--- src/rtl/uart_frame_assembler.sv ---
// uart_frame_assembler
//   Converts a UART RX byte stream into one wide payload word plus a 6-bit
//   control field for the downstream coprocessor.
//   Frame: SYNC_BYTE, CTRL, N payload bytes (N = WIDTH_DIN/8), and an optional
//   trailing CHK byte. Malformed or stalled frames are dropped and flagged.
//
//   Optional feature macro: FRAME_CHECKSUM_EN
//     defined   : the frame carries a trailing CHK byte (XOR of CTRL and all
//                 payload bytes); a mismatch drops the frame with frame_err.
//     undefined : no CHK byte; the word is emitted after the Nth payload byte.
//
// Ports
//   clk        in   1          system clock, rising edge
//   rst        in   1          asynchronous, active-high reset
//   rx_data    in   8          received byte
//   rx_valid   in   1          rx_data valid this cycle (back-to-back allowed)
//   din        out  WIDTH_DIN  assembled payload, first payload byte in MSBs
//   din_valid  out  1          1-cycle pulse: din/control hold a new frame
//   control    out  6          CTRL byte bits [5:0] of the emitted frame
//   frame_err  out  1          1-cycle pulse: frame dropped
module uart_frame_assembler #(
  parameter int         WIDTH_DIN      = 128,
  parameter logic [7:0] SYNC_BYTE      = 8'hA5,
  parameter int         TIMEOUT_CYCLES = 100000
) (
  input  logic                 clk,
  input  logic                 rst,
  input  logic [7:0]           rx_data,
  input  logic                 rx_valid,
  output logic [WIDTH_DIN-1:0] din,
  output logic                 din_valid,
  output logic [5:0]           control,
  output logic                 frame_err
);

  localparam int N  = WIDTH_DIN / 8;
  localparam int CW = $clog2(N + 1);
  localparam int IW = $clog2(TIMEOUT_CYCLES);
  localparam logic [CW-1:0] CNT_LAST  = CW'(N - 1);
  localparam logic [IW-1:0] IDLE_LAST = IW'(TIMEOUT_CYCLES - 1);

`ifdef FRAME_CHECKSUM_EN
  // The whole payload must be held until the CHK byte arrives.
  localparam int SW = WIDTH_DIN;
`else
  // The last payload byte goes straight from rx_data into din.
  localparam int SW = (WIDTH_DIN > 8) ? WIDTH_DIN - 8 : 1;
`endif

  typedef enum logic [1:0] {
    S_IDLE,
    S_CTRL,
    S_PAYLOAD
`ifdef FRAME_CHECKSUM_EN
    , S_CHECK
`endif
  } state_t;

  state_t               r_state;
  logic [SW-1:0]        r_shift;
  logic [5:0]           r_ctrl_shadow;
  logic [CW-1:0]        r_count;
  logic [IW-1:0]        r_idle;
  logic [WIDTH_DIN-1:0] r_din;
  logic [5:0]           r_control;
  logic                 r_din_valid;
  logic                 r_frame_err;
`ifdef FRAME_CHECKSUM_EN
  logic [7:0]           r_chk;
`else
  logic [WIDTH_DIN-1:0] w_emit;
  assign w_emit = WIDTH_DIN'({r_shift, rx_data});
`endif

  logic [SW-1:0] w_shift_next;

  generate
    if (SW > 8) begin : g_shift
      assign w_shift_next = {r_shift[SW-9:0], rx_data};
    end else begin : g_shift_byte
      assign w_shift_next = SW'(rx_data);
    end
  endgenerate

  // EMIT is not a separate state: the load of din/control and the din_valid
  // pulse happen on the same edge that accepts the last frame byte, and the
  // FSM returns to IDLE so a new SYNC byte is accepted on the next cycle.
  always_ff @(posedge clk or posedge rst) begin
    if (rst) begin
      r_state       <= S_IDLE;
      r_shift       <= '0;
      r_ctrl_shadow <= '0;
      r_count       <= '0;
      r_idle        <= '0;
      r_din         <= '0;
      r_control     <= '0;
      r_din_valid   <= 1'b0;
      r_frame_err   <= 1'b0;
`ifdef FRAME_CHECKSUM_EN
      r_chk         <= '0;
`endif
    end else begin
      r_din_valid <= 1'b0;
      r_frame_err <= 1'b0;
      if (rx_valid) begin
        // A byte on the expiry cycle wins over the timeout.
        r_idle <= '0;
        unique case (r_state)
          S_IDLE: begin
            if (rx_data == SYNC_BYTE) r_state <= S_CTRL;
          end
          S_CTRL: begin
            if (rx_data[7:6] == 2'b00) begin
              r_ctrl_shadow <= rx_data[5:0];
              r_count       <= '0;
`ifdef FRAME_CHECKSUM_EN
              r_chk         <= rx_data;
`endif
              r_state       <= S_PAYLOAD;
            end else begin
              r_frame_err <= 1'b1;
              r_state     <= S_IDLE;
            end
          end
          S_PAYLOAD: begin
            r_shift <= w_shift_next;
            r_count <= r_count + CW'(1);
`ifdef FRAME_CHECKSUM_EN
            r_chk   <= r_chk ^ rx_data;
            if (r_count == CNT_LAST) r_state <= S_CHECK;
`else
            if (r_count == CNT_LAST) begin
              r_din       <= w_emit;
              r_control   <= r_ctrl_shadow;
              r_din_valid <= 1'b1;
              r_state     <= S_IDLE;
            end
`endif
          end
`ifdef FRAME_CHECKSUM_EN
          S_CHECK: begin
            if (rx_data == r_chk) begin
              r_din       <= r_shift;
              r_control   <= r_ctrl_shadow;
              r_din_valid <= 1'b1;
            end else begin
              r_frame_err <= 1'b1;
            end
            r_state <= S_IDLE;
          end
`endif
          default: r_state <= S_IDLE;
        endcase
      end else if (r_state != S_IDLE) begin
        if (r_idle == IDLE_LAST) begin
          r_frame_err <= 1'b1;
          r_state     <= S_IDLE;
          r_idle      <= '0;
        end else begin
          r_idle <= r_idle + IW'(1);
        end
      end else begin
        r_idle <= '0;
      end
    end
  end

  assign din       = r_din;
  assign din_valid = r_din_valid;
  assign control   = r_control;
  assign frame_err = r_frame_err;

endmodule

--- config.mk ---
export PLATFORM = sky130hd
export DESIGN_NAME = uart_frame_assembler
export DESIGN_NICKNAME = d
export VERILOG_FILES = /design/src/rtl/uart_frame_assembler.sv
export SDC_FILE = /design/constraint.sdc
export NUM_CORES = 1
export LEC_CHECK = 0
export CAP_MARGIN = 15
export CORE_MARGIN = 2
export CORE_UTILIZATION = 42
export CTS_BUF_LIST = sky130_fd_sc_hd__clkbuf_16
export DETAILED_ROUTE_END_ITERATION = 7
export HOLD_SLACK_MARGIN = 0.03
export PLACE_DENSITY = 0.71
export SLEW_MARGIN = 10
export SYNTH_ARGS = -nofsm -noshare
export SYNTH_HDL_FRONTEND = slang
export SYNTH_SLANG_ARGS = --single-unit
--- constraint.sdc ---
create_clock -name clk -period 12.6 [get_ports clk]
set_input_delay 2.52 -clock clk [delete_from_list [all_inputs] [get_ports clk]]
set_output_delay 2.52 -clock clk [all_outputs]
set_load 0.02 [all_outputs]
Word level (Yosys, flattened, before mapping)
Cells that the tools add are included.
{"block": "word_totals", "regBits": 286, "inputBits": 11, "elab_cells": 50}
{"block": "op_classes", "addsub": 2, "eq_ne": 8, "muxes": 20, "n_reduce_logical": 11}
{"operator": "17-bit two-way mux", "count": 3}
{"operator": "17-bit by 1-bit adder with 17-bit output (second input constant)", "count": 1}
{"operator": "17-bit equality test (second input constant)", "count": 1}
{"operator": "2-bit two-way mux", "count": 6}
{"operator": "5-bit case mux with 2 select lines", "count": 1}
{"operator": "3-bit AND reduction", "count": 3}
{"operator": "8-bit equality test (second input constant)", "count": 1}
{"operator": "1-bit two-way mux", "count": 8}
{"operator": "2-bit nonzero test", "count": 4}
{"operator": "3-bit != test (second input constant)", "count": 2}
{"operator": "2-bit case mux with 3 select lines", "count": 1}
{"operator": "5-bit by 1-bit adder with 5-bit output (second input constant)", "count": 1}
{"operator": "5-bit by 4-bit equality test with 1-bit output (second input constant)", "count": 1}
{"operator": "5-bit two-way mux", "count": 1}
{"operator": "2-bit logical NOT", "count": 2}
{"operator": "4-bit AND reduction", "count": 1}
{"operator": "2-bit by 1-bit equality test with 1-bit output (second input constant)", "count": 1}
{"operator": "2-bit equality test (second input constant)", "count": 1}
{"operator": "2-bit != test (second input constant)", "count": 1}
{"operator": "2-bit AND reduction", "count": 1}

Depth between registers and ports, before layout
Gate-level depths: netlist (run 1).
{"block": "logic_depth", "depth_word": 4, "depth_mapped": 7, "depth_no_buf": 6}

Worst setup path after synthesis (run 1)
OpenSTA, ideal clock, no wires.
{"block": "synth_timing", "kind": "input port to flip-flop", "from": "input port rx_valid", "to": "register r_control[0], in the netlist control[0]", "setup_time_ns": 0.125, "arrival_time_ns": 3.622, "slack_ns": 8.853, "cell_stages": 7, "n_path_buf": 4, "path_cell_list": "buf_2 > and2_1 > buf_4 > nand2_4 > buf_6 > buf_6 > mux2_4"}
{"block": "synth_between", "elab_chain_cells": 1}
{"element": "start: declaration", "line_no": "29", "rtl": "input logic rx_valid,"}
{"element": "3-bit AND reduction (no line)"}
{"element": "end signal: assignment", "line_no": "134", "rtl": "r_control <= r_ctrl_shadow;"}
{"element": "end: declaration", "line_no": "65", "rtl": "logic [5:0] r_control;"}
Every way passes these cells.
A chain may end at the register's enable or synchronous reset.

Worst setup path in the final report (run 1)
{"block": "layout_timing", "from": "input port rx_valid", "to": "register r_din[91], in the netlist din[91]"}
{"block": "layout_between", "elab_chain_cells": 1}
{"element": "3-bit AND reduction (no line)"}
{"element": "end signal: assignment", "line_no": "133", "rtl": "r_din <= w_emit;"}
{"element": "end: declaration", "line_no": "64", "rtl": "logic [WIDTH_DIN-1:0] r_din;"}
Every way passes these cells.

==> results of run 1 <==
-- sequential cells by signal, summed over array words and instances (netlist names) --
register,cells
r_idle,17
r_count,5
r_state,2
din_valid,1
din,128
r_shift,120
r_ctrl_shadow,6
frame_err,1
control,6
-- cells in the final DEF, fill, tap and decap left out, drive strengths merged, types with 2 or more instances in the layout --
cell,n
nand4,6
clkdlybuf4s50,146
and3,2
nor4bb,4
buf,4
clkinv,13
clkbuf,29
o21ai,3
nor4,5
nand2,371
ha,3
xor2,5
nand3,13
nand3b,3
inv,15
nor2,20
or3,2
xnor2,11
nor3,4
mux2,140
bufinv,2
dfrtp,286
-- stage by stage --
step	total power [mW]	instances	util [%]	area (um2)	hold slack [ps]
finish	1.79	1430	52.6	13700	474
global route	1.86	1430	52.6	13700	512
CTS	1.81	1430	52.6	13700	476
detailed placement	1.01	1378	49.2	12900	461
global placement	1.01	1378	49.2	12900	458
floorplan	0.992	938	-	11200	440
-- power by group --
| group | internal, mW | switching, mW | leakage, nW |
|---|---|---|---|
| clock | 0.456 | 0.342 | 0.459 |
| combinational | 0.0114 | 0.0372 | 2.66 |
| sequential | 0.932 | 0.0118 | 3.99 |
-- cell usage after synthesis (all sizes together), types with 2 or more instances --
library cell,number
or3,2
mux2,140
nor3,4
nor2,20
and3,2
nand4,6
inv,7
nor4bb,4
dfrtp,286
buf,28
clkbuf,17
nor4,5
nand2,371
nand3,13
nand3b,3
ha,3
xor2,5
xnor2,11
o21ai,3
-- worst min path at each step --
stage,slack (ps),startpoint,to
after global routing,510,r_shift[29],r_shift[37]
final,470,r_shift[115],r_shift[115]
after detailed placement,460,r_shift[115],r_shift[115]
after global placement,460,r_shift[116],r_shift[116]
after CTS,480,r_shift[115],r_shift[115]
after floorplan,440,r_shift[112],r_shift[112]
-- logic make-up after synthesis --
group                    synth area share (%)
AND/OR/NAND/NOR                          15.8
flip-flops                               64.0
multiplexers                             15.9
buffers and inverters                    2.51
XOR/XNOR                                 1.25
AO/OA/AOI/OAI                           0.302
adder cells (fa/ha/maj)                 0.336
-- final cells by class --
cell class / count / share of cell area (%)
Sequential cell: 286 / 52.1
Multi-Input combinational cell: 600 / 27.4
Timing Repair Buffer: 150 / 10.8
Clock buffer: 29 / 5.28
Tap cell: 335 / 3.05
Clock inverter: 23 / 1.13
Inverter: 7 / 0.246
-- worst max-delay path: cells and delay by family --
kind	cells	cell delay [ps]
buffers and inverters	2	1570
and+or+nand+nor	2	1050
muxes	1	420
-- metal layers --
metal / vias up / wire length (um) / GRT usage, %
met2: 142 / 10700 / 27.1
met5: - / 0 / 0
met3: 28 / 1230 / 3.97
met4: 0 / 421 / 3.55
met1: 3597 / 10300 / 22.7
li1: 3311 / - / -
==> results.md, run 1 <==
* Status: finished with violations
* Violated checks: DRC
* Sequential Area at 7160 um2
* Final hold viol count at 0
* Worst-path clk slew at 60 ps
* Worst-case vdd ir drop at 0.0956 mV
* # DRC at 8
* GRT overflow at 0
* Detailed Place HPWL at approximately 14000 um
* Post-CTS resize count at 0
* Cells after synthesis at 938
* Worst setup path end: din[91]
* Root Buffer: clkbuf_16
* Worst path cell trace: clkdlybuf4s50_1, and2_4, nand2_8, inv_2, mux2_2
* TNS Setup at 0 ps
* Syn avg cell area at 11.9 um2
* Crit path capture type: flip-flop
* Min-Delay Path Class: reg2reg
* Clk buf depth at 3
* Slew headroom at 31.1%
* Ys async rst share at 100%
* TritonCTS Buffers at 29
* Fill cell count at roughly 2300
* Global Route Usage Sum at 16.6%
* WL per Instance at 15.9 um
* Flop2flop setup slack at 9480 ps
* CP required at 13020 ps
* Post-Route WL at 22700 um
* Reg2Reg Depth at 5
* Fin worst setup slack at 7420 ps
* Final Slew Violations at 0
* R2r startpoint: r_state[1]
* N_diodes at 0
* Via-to-Cell Ratio at 4.95
* P_leak at roughly 7.1 nW
* PD cells at 130 nW/um2
* Top cell type's share of synthesized area at a little under two thirds
* CP max-delay cell: inv_2
* RSZ-0062 raised after global routing: no
* Leading area contributor after synthesis: dfrtp_1
* Slowest cell delay on critical path at ~900 ps
* Final setup viols at 0
* CTS tree: yes
* Layout area overhead at 22.9%
* Share of cells above drive strength 1 at between 10% and 20%
* Initial DRC Count at ~420
* Setup bufs post-CTS at 0
* Initial Util at 42.8%
* Via Count at roughly 7100
* # hold bufs at CTS at 0
* Max Cap Viol at 0
* Row Count at 59
* Main synth FF type: dfrtp_1
* Critical path class: in2reg
* EDFF count, synth at 0
* Core area at about 26000 um2
* GPL Wtd Cong at 0.769
* Worst slew pin tran at roughly 1000 ps
* Top cells by area, synth: dfrtp_1, nand2_1, mux2_2
* Reg2reg end: din[91]
* Synth unique cells at 32
* #FFs+latches synth at 286
* Place WS at 6800 ps
* Area of the multi-input gates at ~3800 um2
* Synthesized Nets at between 900 and 1000
* Port bufs at 146
* Final clock skew at 19.6 ps
* Worst Hold Path Cells at 2
* IO Count at between 100 and 150
* Vias in the first global route at 7354
* Sequential area share after synthesis at 64.0%
* Fin crit share at around 41%
* DRT Pass-1 Iters at 6
* Synth Warn # at 0
* Clk sinks at 286
* Max Fclk at ~0.19 GHz
* Critical Path Start Type: input pin
* Initial antenna violation count at 0
* Die X at 167 um
* Crit path from: rx_valid
* Worst skew pair latency at 540 ps
* Die Span Y at 167 um
* First-pass GRT wire length at between 30000 and 40000 um
* WP data arrival at 5600 ps
* Tmin final at 5180 ps
* Post-Syn Area at about 11000 um2
* Die Area at between 20000 and 30000 um2
* H-tree lvl count at 1
* Detail Route Antenna Nets at 0
* CP Max Fanout at 96
* Largest net degree at the start of global routing at 134
* Nets@finish at 1088
(Power assumes the default switching activity.)
==> inputs of run 2 (changes only) <==
--- a/config.mk
+++ b/config.mk
@@ -11,7 +11,7 @@
 export CTS_BUF_LIST = sky130_fd_sc_hd__clkbuf_16
 export DETAILED_ROUTE_END_ITERATION = 7
 export HOLD_SLACK_MARGIN = 0.03
-export PLACE_DENSITY = 0.71
+export PLACE_DENSITY = 0.73
 export SLEW_MARGIN = 10
 export SYNTH_ARGS = -nofsm -noshare
 export SYNTH_HDL_FRONTEND = slang
==> constraint.sdc (replaced) <==
create_clock -name clk -period 4.2 [get_ports clk]
set_input_delay 0.84 -clock clk [delete_from_list [all_inputs] [get_ports clk]]
set_output_delay 0.84 -clock clk [all_outputs]
set_load 0.02 [all_outputs]
==> run 2 against run 1 <==
Against the previous run: the flow still finishes with violations (DRC); power rose to 3.0 times the previous value; combinational power rose to 3.1 times the previous value; count of clock-buffer cells in the layout did not move; die area did not move; first-iteration DRC count rose by 34%; clock skew fell by 3.6 ps; cell count rose by 0.42%; largest power group unchanged.
==> results.md, run 2 (same netlist as run 1, synthesis figures left out) <==
* Status: finished with violations
* Violated checks: DRC
* Min-Delay Path Class: reg2reg
* First-pass GRT wire length at 38100 um (-0.63%)
* Util after Layout at 53.0% (+0.44 points)
* Critical Path Start Type: input pin
* Flop pwr share at 52.1% (-0.6 points)
* Total internal power at 4.26 mW (+200%)
* Post-CTS resize count at 0 (unchanged)
* GPL Wtd Cong at 0.773 (+0.49%)
* Largest register FFs at 128 (unchanged)
* Share of cells above drive strength 1 at 17.5% (+0.36 points)
* Clk buf depth at 3 (unchanged)
* CTS tree: yes
* P_leak at 7.15 nW (+0.51%)
* Root Buffer: clkbuf_16
* Sw Share at 21.4% (-0.40 points)
* HP Start: r_shift[117]
* Max Fclk at 0.403 GHz
* Crit path capture type: flip-flop
* TritonCTS Buffers at 29 (unchanged)
* WP data arrival at 2910 ps (-2690 ps)
* Final clock skew at 16.0 ps (-3.55 ps)
* Row Count at 59 (unchanged)
* Worst-path clk slew at 60 ps (about the same)
* Combinational share of power at 2.8% (about the same)
* Nets@finish at 1094 (+0.55%)
* H-tree lvl count at 1 (unchanged)
* Post-Route WL at 22600 um (-0.37%)
* Die Area at 28000 um2 (unchanged)
* Final hold viol count at 0 (unchanged)
* Fin crit share at 59.0%
* Max Cap Viol at 0 (unchanged)
* Crit path from: rx_valid
* CP required at 4630 ps (-8390 ps)
* Largest net degree at the start of global routing at 131 (-2.2%)
* Final setup viols at 0 (unchanged)
* Final Slew Violations at 0 (unchanged)
* WL per Instance at 15.7 um (-0.78%)
* Pwr Total at 5.43 mW (+200%)
* Most frequent cells in the layout: nand2_1, dfrtp_1, clkdlybuf4s50_1, mux2_2, mux2_4
* Worst skew pair latency at 540 ps (about the same)
* Detail Route Antenna Nets at 0 (unchanged)
* RSZ-0062 raised after global routing: no
* Via Count at 7092 (+0.20%)
* N_diodes at 0 (unchanged)
* Setup bufs post-CTS at 0 (unchanged)
* Worst-case vdd ir drop at 0.273 mV (+190%)
* Detailed Place HPWL at 14000 um (-0.43%)
* Clk sinks at 286 (unchanged)
* Global Route Usage Sum at 16.5% (-0.096 points)
* Via-to-Cell Ratio at 4.94 (-0.22%)
* Core area at 26100 um2 (unchanged)
* Layout area overhead at 23.9%
* PD cells at 391 nW/um2 (+200%)
* GRT overflow at 0 (unchanged)
* Critical path class: in2reg
* Initial DRC Count at 560 (+34%)
* Die X at 167 um (unchanged)
* Worst slew pin tran at 871 ps (-163 ps)
* Slew headroom at 41.8% (+11 points)
* IO Count at 147 (unchanged)
* # DRC at 9 (+1)
* DRT Pass-1 Iters at 6 (unchanged)
* R2r startpoint: r_count[0]
* Initial Util at 42.8% (unchanged)
* Port bufs at 146 (unchanged)
* Initial antenna violation count at 0 (unchanged)
* CP Max Fanout at 40 (-58%)
* Die Span Y at 167 um (unchanged)
* Clock Power Share at 45.1% (+0.5 points)
* Switching power at 1.16 mW (+200%)
* Most common cell after layout, fill and taps aside: nand2_1
* # hold bufs at CTS at 0 (unchanged)
* Tmin final at roughly 2500 ps
* Vias in the first global route at 7241 (-1.5%)
-- run 2: cell count changes in the layout (fill, tap and decap cells not counted) --
cell | previous run | this run
buf_12 | 0 | 4
buf_4 | 4 | 6
bufinv_16 | 2 | 3
clkinv_1 | 8 | 11
clkinv_2 | 5 | 3
clkinvlp_4 | 0 | 2
inv_1 | 11 | 9
inv_6 | 2 | 1
inv_8 | 1 | 0
-- run 2: per-stage QoR --
| stage | worst slack, ps | cells | area (um2) | hold slack, ps | setup TNS [ps] |
|---|---|---|---|---|---|
| finish | 1720 | 1436 | 13900 | 477 | 0 |
| global route | 1610 | 1436 | 13900 | 513 | 0 |
| detailed placement | 1160 | 1384 | 13000 | 467 | 0 |
| floorplan | -431 | 938 | 11200 | 440 | -123330 |
| global placement | 1190 | 1384 | 13000 | 455 | 0 |
| CTS | 1740 | 1436 | 13900 | 482 | 0 |
-- run 2: cell type report --
| class | instances | area [um2] |
|---|---|---|
| fillers | 2263 | 12300 |
| flip-flops and latches | 286 | 7160 |
| multi-input cells | 600 | 3770 |
| repair buffers | 156 | 1590 |
| clock buffers | 29 | 726 |
| well taps | 335 | 419 |
| clock inverters | 23 | 178 |
| inverters | 7 | 30.0 |
-- run 2: final timing paths --
kind                           endpoint  slack, ps  cells past startpoint
max in group asynchronous       din[76]       2410                      4
min reg2reg                r_shift[117]        480                      2
min                        r_shift[117]        480                      2
max                             din[93]       1720                      5
max reg2reg                     din[82]       1850                      6
min in group asynchronous  r_shift[119]        720                      2
-- run 2: critical path, stage by stage --
cell	delay, ps
clkdlybuf4s50_1	660
and2_4	270
nand2_8	60
inv_2	630
mux2_2	420
-- run 2: power by group through the flow --
stage	Sequential, mW	Clock (mW)	Combinational [mW]
after floorplan	2.87	0	0.105
after global placement	2.88	0	0.154
after detailed placement	2.88	0	0.158
after CTS	2.83	2.51	0.158
after global routing	2.83	2.64	0.179
final	2.83	2.45	0.151
-- run 2: routing by layer --
layer	vias up	part of all wire, %	global-route usage [%]
li1	3324	-	-
met1	3577	46	23.4
met2	156	46	26.1
met3	35	5.6	3.45
met4	0	2.1	4.12
met5	-	0	0
==> inputs of run 3 (changes only) <==
==> constraint.sdc (replaced) <==
create_clock -name clk -period 2.2 [get_ports clk]
set_input_delay 0.44 -clock clk [delete_from_list [all_inputs] [get_ports clk]]
set_output_delay 0.44 -clock clk [all_outputs]
set_load 0.02 [all_outputs]
==> run 3 against run 2 <==
Against the previous run: the run still ends with DRC left; count of clock-buffer cells in the layout increased by 2; clock power increased by 95%; setup slack worse by 1500 ps; die area did not move; register-to-register slack got worse by 1700 ps; combinational power increased by 110%; sequential share of layout area fell by 0.74 points; global-route usage grew 0.46 points; routed wire length increased by 2.2%; highest routed layer unchanged.
==> results.md, run 3 (same netlist as run 1, synthesis figures left out) <==
* Util after Layout at 53.8% (+0.77 points)
* Final setup viols at 0 (unchanged)
* Busiest grt layer: met2
* RSZ-0062 raised after global routing: no
* Largest register FFs at 128 (unchanged)
* Via Count at 7141 (+0.69%)
* Slowest cell delay on critical path at 630 ps (-30 ps)
* Via-to-Cell Ratio at 4.92 (-0.28%)
* Status: finished with violations
* GR Util met3 at 3.19% (-0.26 points)
* Hold WS at 167 ps (-310 ps)
* Met2 Use GR at 27.5% (+1.4 points)
* Non-Filler Instances at 1450 (+0.97%)
* Sequential Area at 7160 um2 (unchanged)
* N_diodes at 0 (unchanged)
* # DRC at 9 (unchanged)
* TritonCTS Buffers at 30 (+3.4%)
* Max Fclk at 0.496 GHz
* Worst path cell trace: clkdlybuf4s50_1
* Slew headroom at 58.3% (+16 points)
* Detailed Place HPWL at 14800 um (+5.9%)
* Flop2flop setup slack at 200 ps (-1650 ps)
* Detail Route Antenna Nets at 0 (unchanged)
* Worst slew pin tran at 626 ps (-246 ps)
* GPL Wtd Cong at 0.756 (-2.1%)
* Area of the multi-input gates at 3770 um2 (unchanged)
* First-pass GRT wire length at 39100 um (+2.4%)
* CP max-delay cell: clkdlybuf4s50_1
* Pwr Total at 10.5 mW (+94%)
* DRT Pass-1 Iters at 6 (unchanged)
* Port bufs at 146 (unchanged)
* CP top delay family: buffers and inverters
* CP required at 1760 ps (-2870 ps)
* Initial antenna violation count at 0 (unchanged)
* Critical Path Start Type: flip-flop
* Tmin final at 2020 ps
* Worst-case vdd ir drop at 0.574 mV (+110%)
* Min-Delay Path Class: in2async
* Final Slew Violations at 0 (unchanged)
* Post-Route WL at 23100 um (+2.2%)
* PD cells at 747 nW/um2 (+91%)
* Setup bufs post-CTS at 0 (unchanged)
* Die Area at 28000 um2 (unchanged)
* # hold bufs at CTS at 0 (unchanged)
* Share of cells above drive strength 1 at 18.7% (+1.2 points)
* Largest net degree at the start of global routing at 122 (-6.9%)
* Root Buffer: clkbuf_16
* Vias in the first global route at 7395 (+2.1%)
* WL per Instance at 15.9 um (+1.2%)
* H-tree lvl count at 1 (unchanged)
* WP data arrival at 1580 ps (-1330 ps)
* Die Span Y at 167 um (unchanged)
* Layout area overhead at 25.7%
* Fill cell count at 2244 (-0.84%)
* Post-CTS resize count at 0 (unchanged)
* DP Area at 13100 um2 (+1.3%)
* Max Cap Viol at 0 (unchanged)
* Final clock skew at 5.50 ps (-10.5 ps)
* Final hold viol count at 0 (unchanged)
* P_leak at 7.25 nW (+1.5%)
* R2r startpoint: r_count[0]
* Met1 usage at 23.7% (+0.39 points)
* Initial DRC Count at 515 (-8.0%)
* Clk buf depth at 3 (unchanged)
* Fin crit share at 91.7%
* Final Cell Area at 14100 um2 (+1.5%)
* Crit path capture type: primary output
* Clk sinks at 286 (unchanged)
* Critical path class: reg2out
* GRT overflow at 0 (unchanged)
* Most common cell after layout, fill and taps aside: nand2_1
* Violated checks: DRC
* Row Count at 59 (unchanged)
* Worst-path clk slew at 60 ps (about the same)
* Worst skew pair latency at 540 ps (about the same)
* Nets@finish at 1105 (+1.0%)
* CP Max Fanout at 2 (-95%)
* Core area at 26100 um2 (unchanged)
* Reg2reg end: din[55]
* IO Count at 147 (unchanged)
* Initial Util at 42.8% (unchanged)
* Global Route Usage Sum at 16.9% (+0.46 points)
* Most frequent cells in the layout: nand2_1, dfrtp_1, clkdlybuf4s50_1, mux2_2, mux2_4
* Die X at 167 um (unchanged)
* Reg2Reg Depth at 6 (unchanged)
* Buf/Inv on CP at 1 (-1)
* Inst Count DP at 1394 (+0.72%)
* CTS tree: yes
## run 3: worst max path at each step
| stage | to | from | cells past startpoint | slack, ps |
|---|---|---|---|---|
| after floorplan | control[0] | rst | 1 | -2030 |
| after global placement | din[91] | rx_valid | 6 | 140 |
| after detailed placement | din[100] | rx_valid | 6 | 90 |
| after CTS | din[29] | din[29] | 1 | 160 |
| after global routing | din[100] | r_count[0] | 7 | 90 |
| final | din[24] | din[24] | 1 | 180 |
## run 3: layout make-up
class                           count  share of cell area [%]
Multi-Input combinational cell    600                    26.8
Clock inverter                     25                    1.18
Sequential cell                   286                    50.9
Inverter                            7                   0.214
Clock buffer                       31                    5.52
Timing Repair Buffer              166                    12.4
Tap cell                          335                    2.98
## run 3: stage by stage
step | setup slack (ps) | setup TNS [ps]
2_1_floorplan | -2030 | -580930
3_3_place_gp | 142 | 0
3_5_place_dp | 87.7 | 0
4_1_cts | 158 | 0
5_1_grt | 87.1 | 0
6_report | 183 | 0
## run 3: power breakdown
| group | total, mW | internal, mW | switching, mW |
|---|---|---|---|
| Sequential | 5.41 | 5.34 | 0.0691 |
| Combinational | 0.310 | 0.0941 | 0.216 |
| Clock | 4.78 | 2.77 | 2.02 |
| Total | 10.5 | 8.20 | 2.30 |
## run 3: per-layer routing
layer	up-vias	share of wire, %
li1	3345	-
met4	0	1.7
met1	3602	45
met3	34	5.0
met5	-	0
met2	160	48
## run 3: worst register-to-register path, delay by kind of cell (launching register included)
| family | cells | cell delay, ps |
|---|---|---|
| adder cells (fa/ha/maj) | 2 | 490 |
| buffers and inverters | 1 | 260 |
| flip-flops | 1 | 400 |
| multiplexers | 1 | 420 |
| AND/OR/NAND/NOR | 2 | 310 |
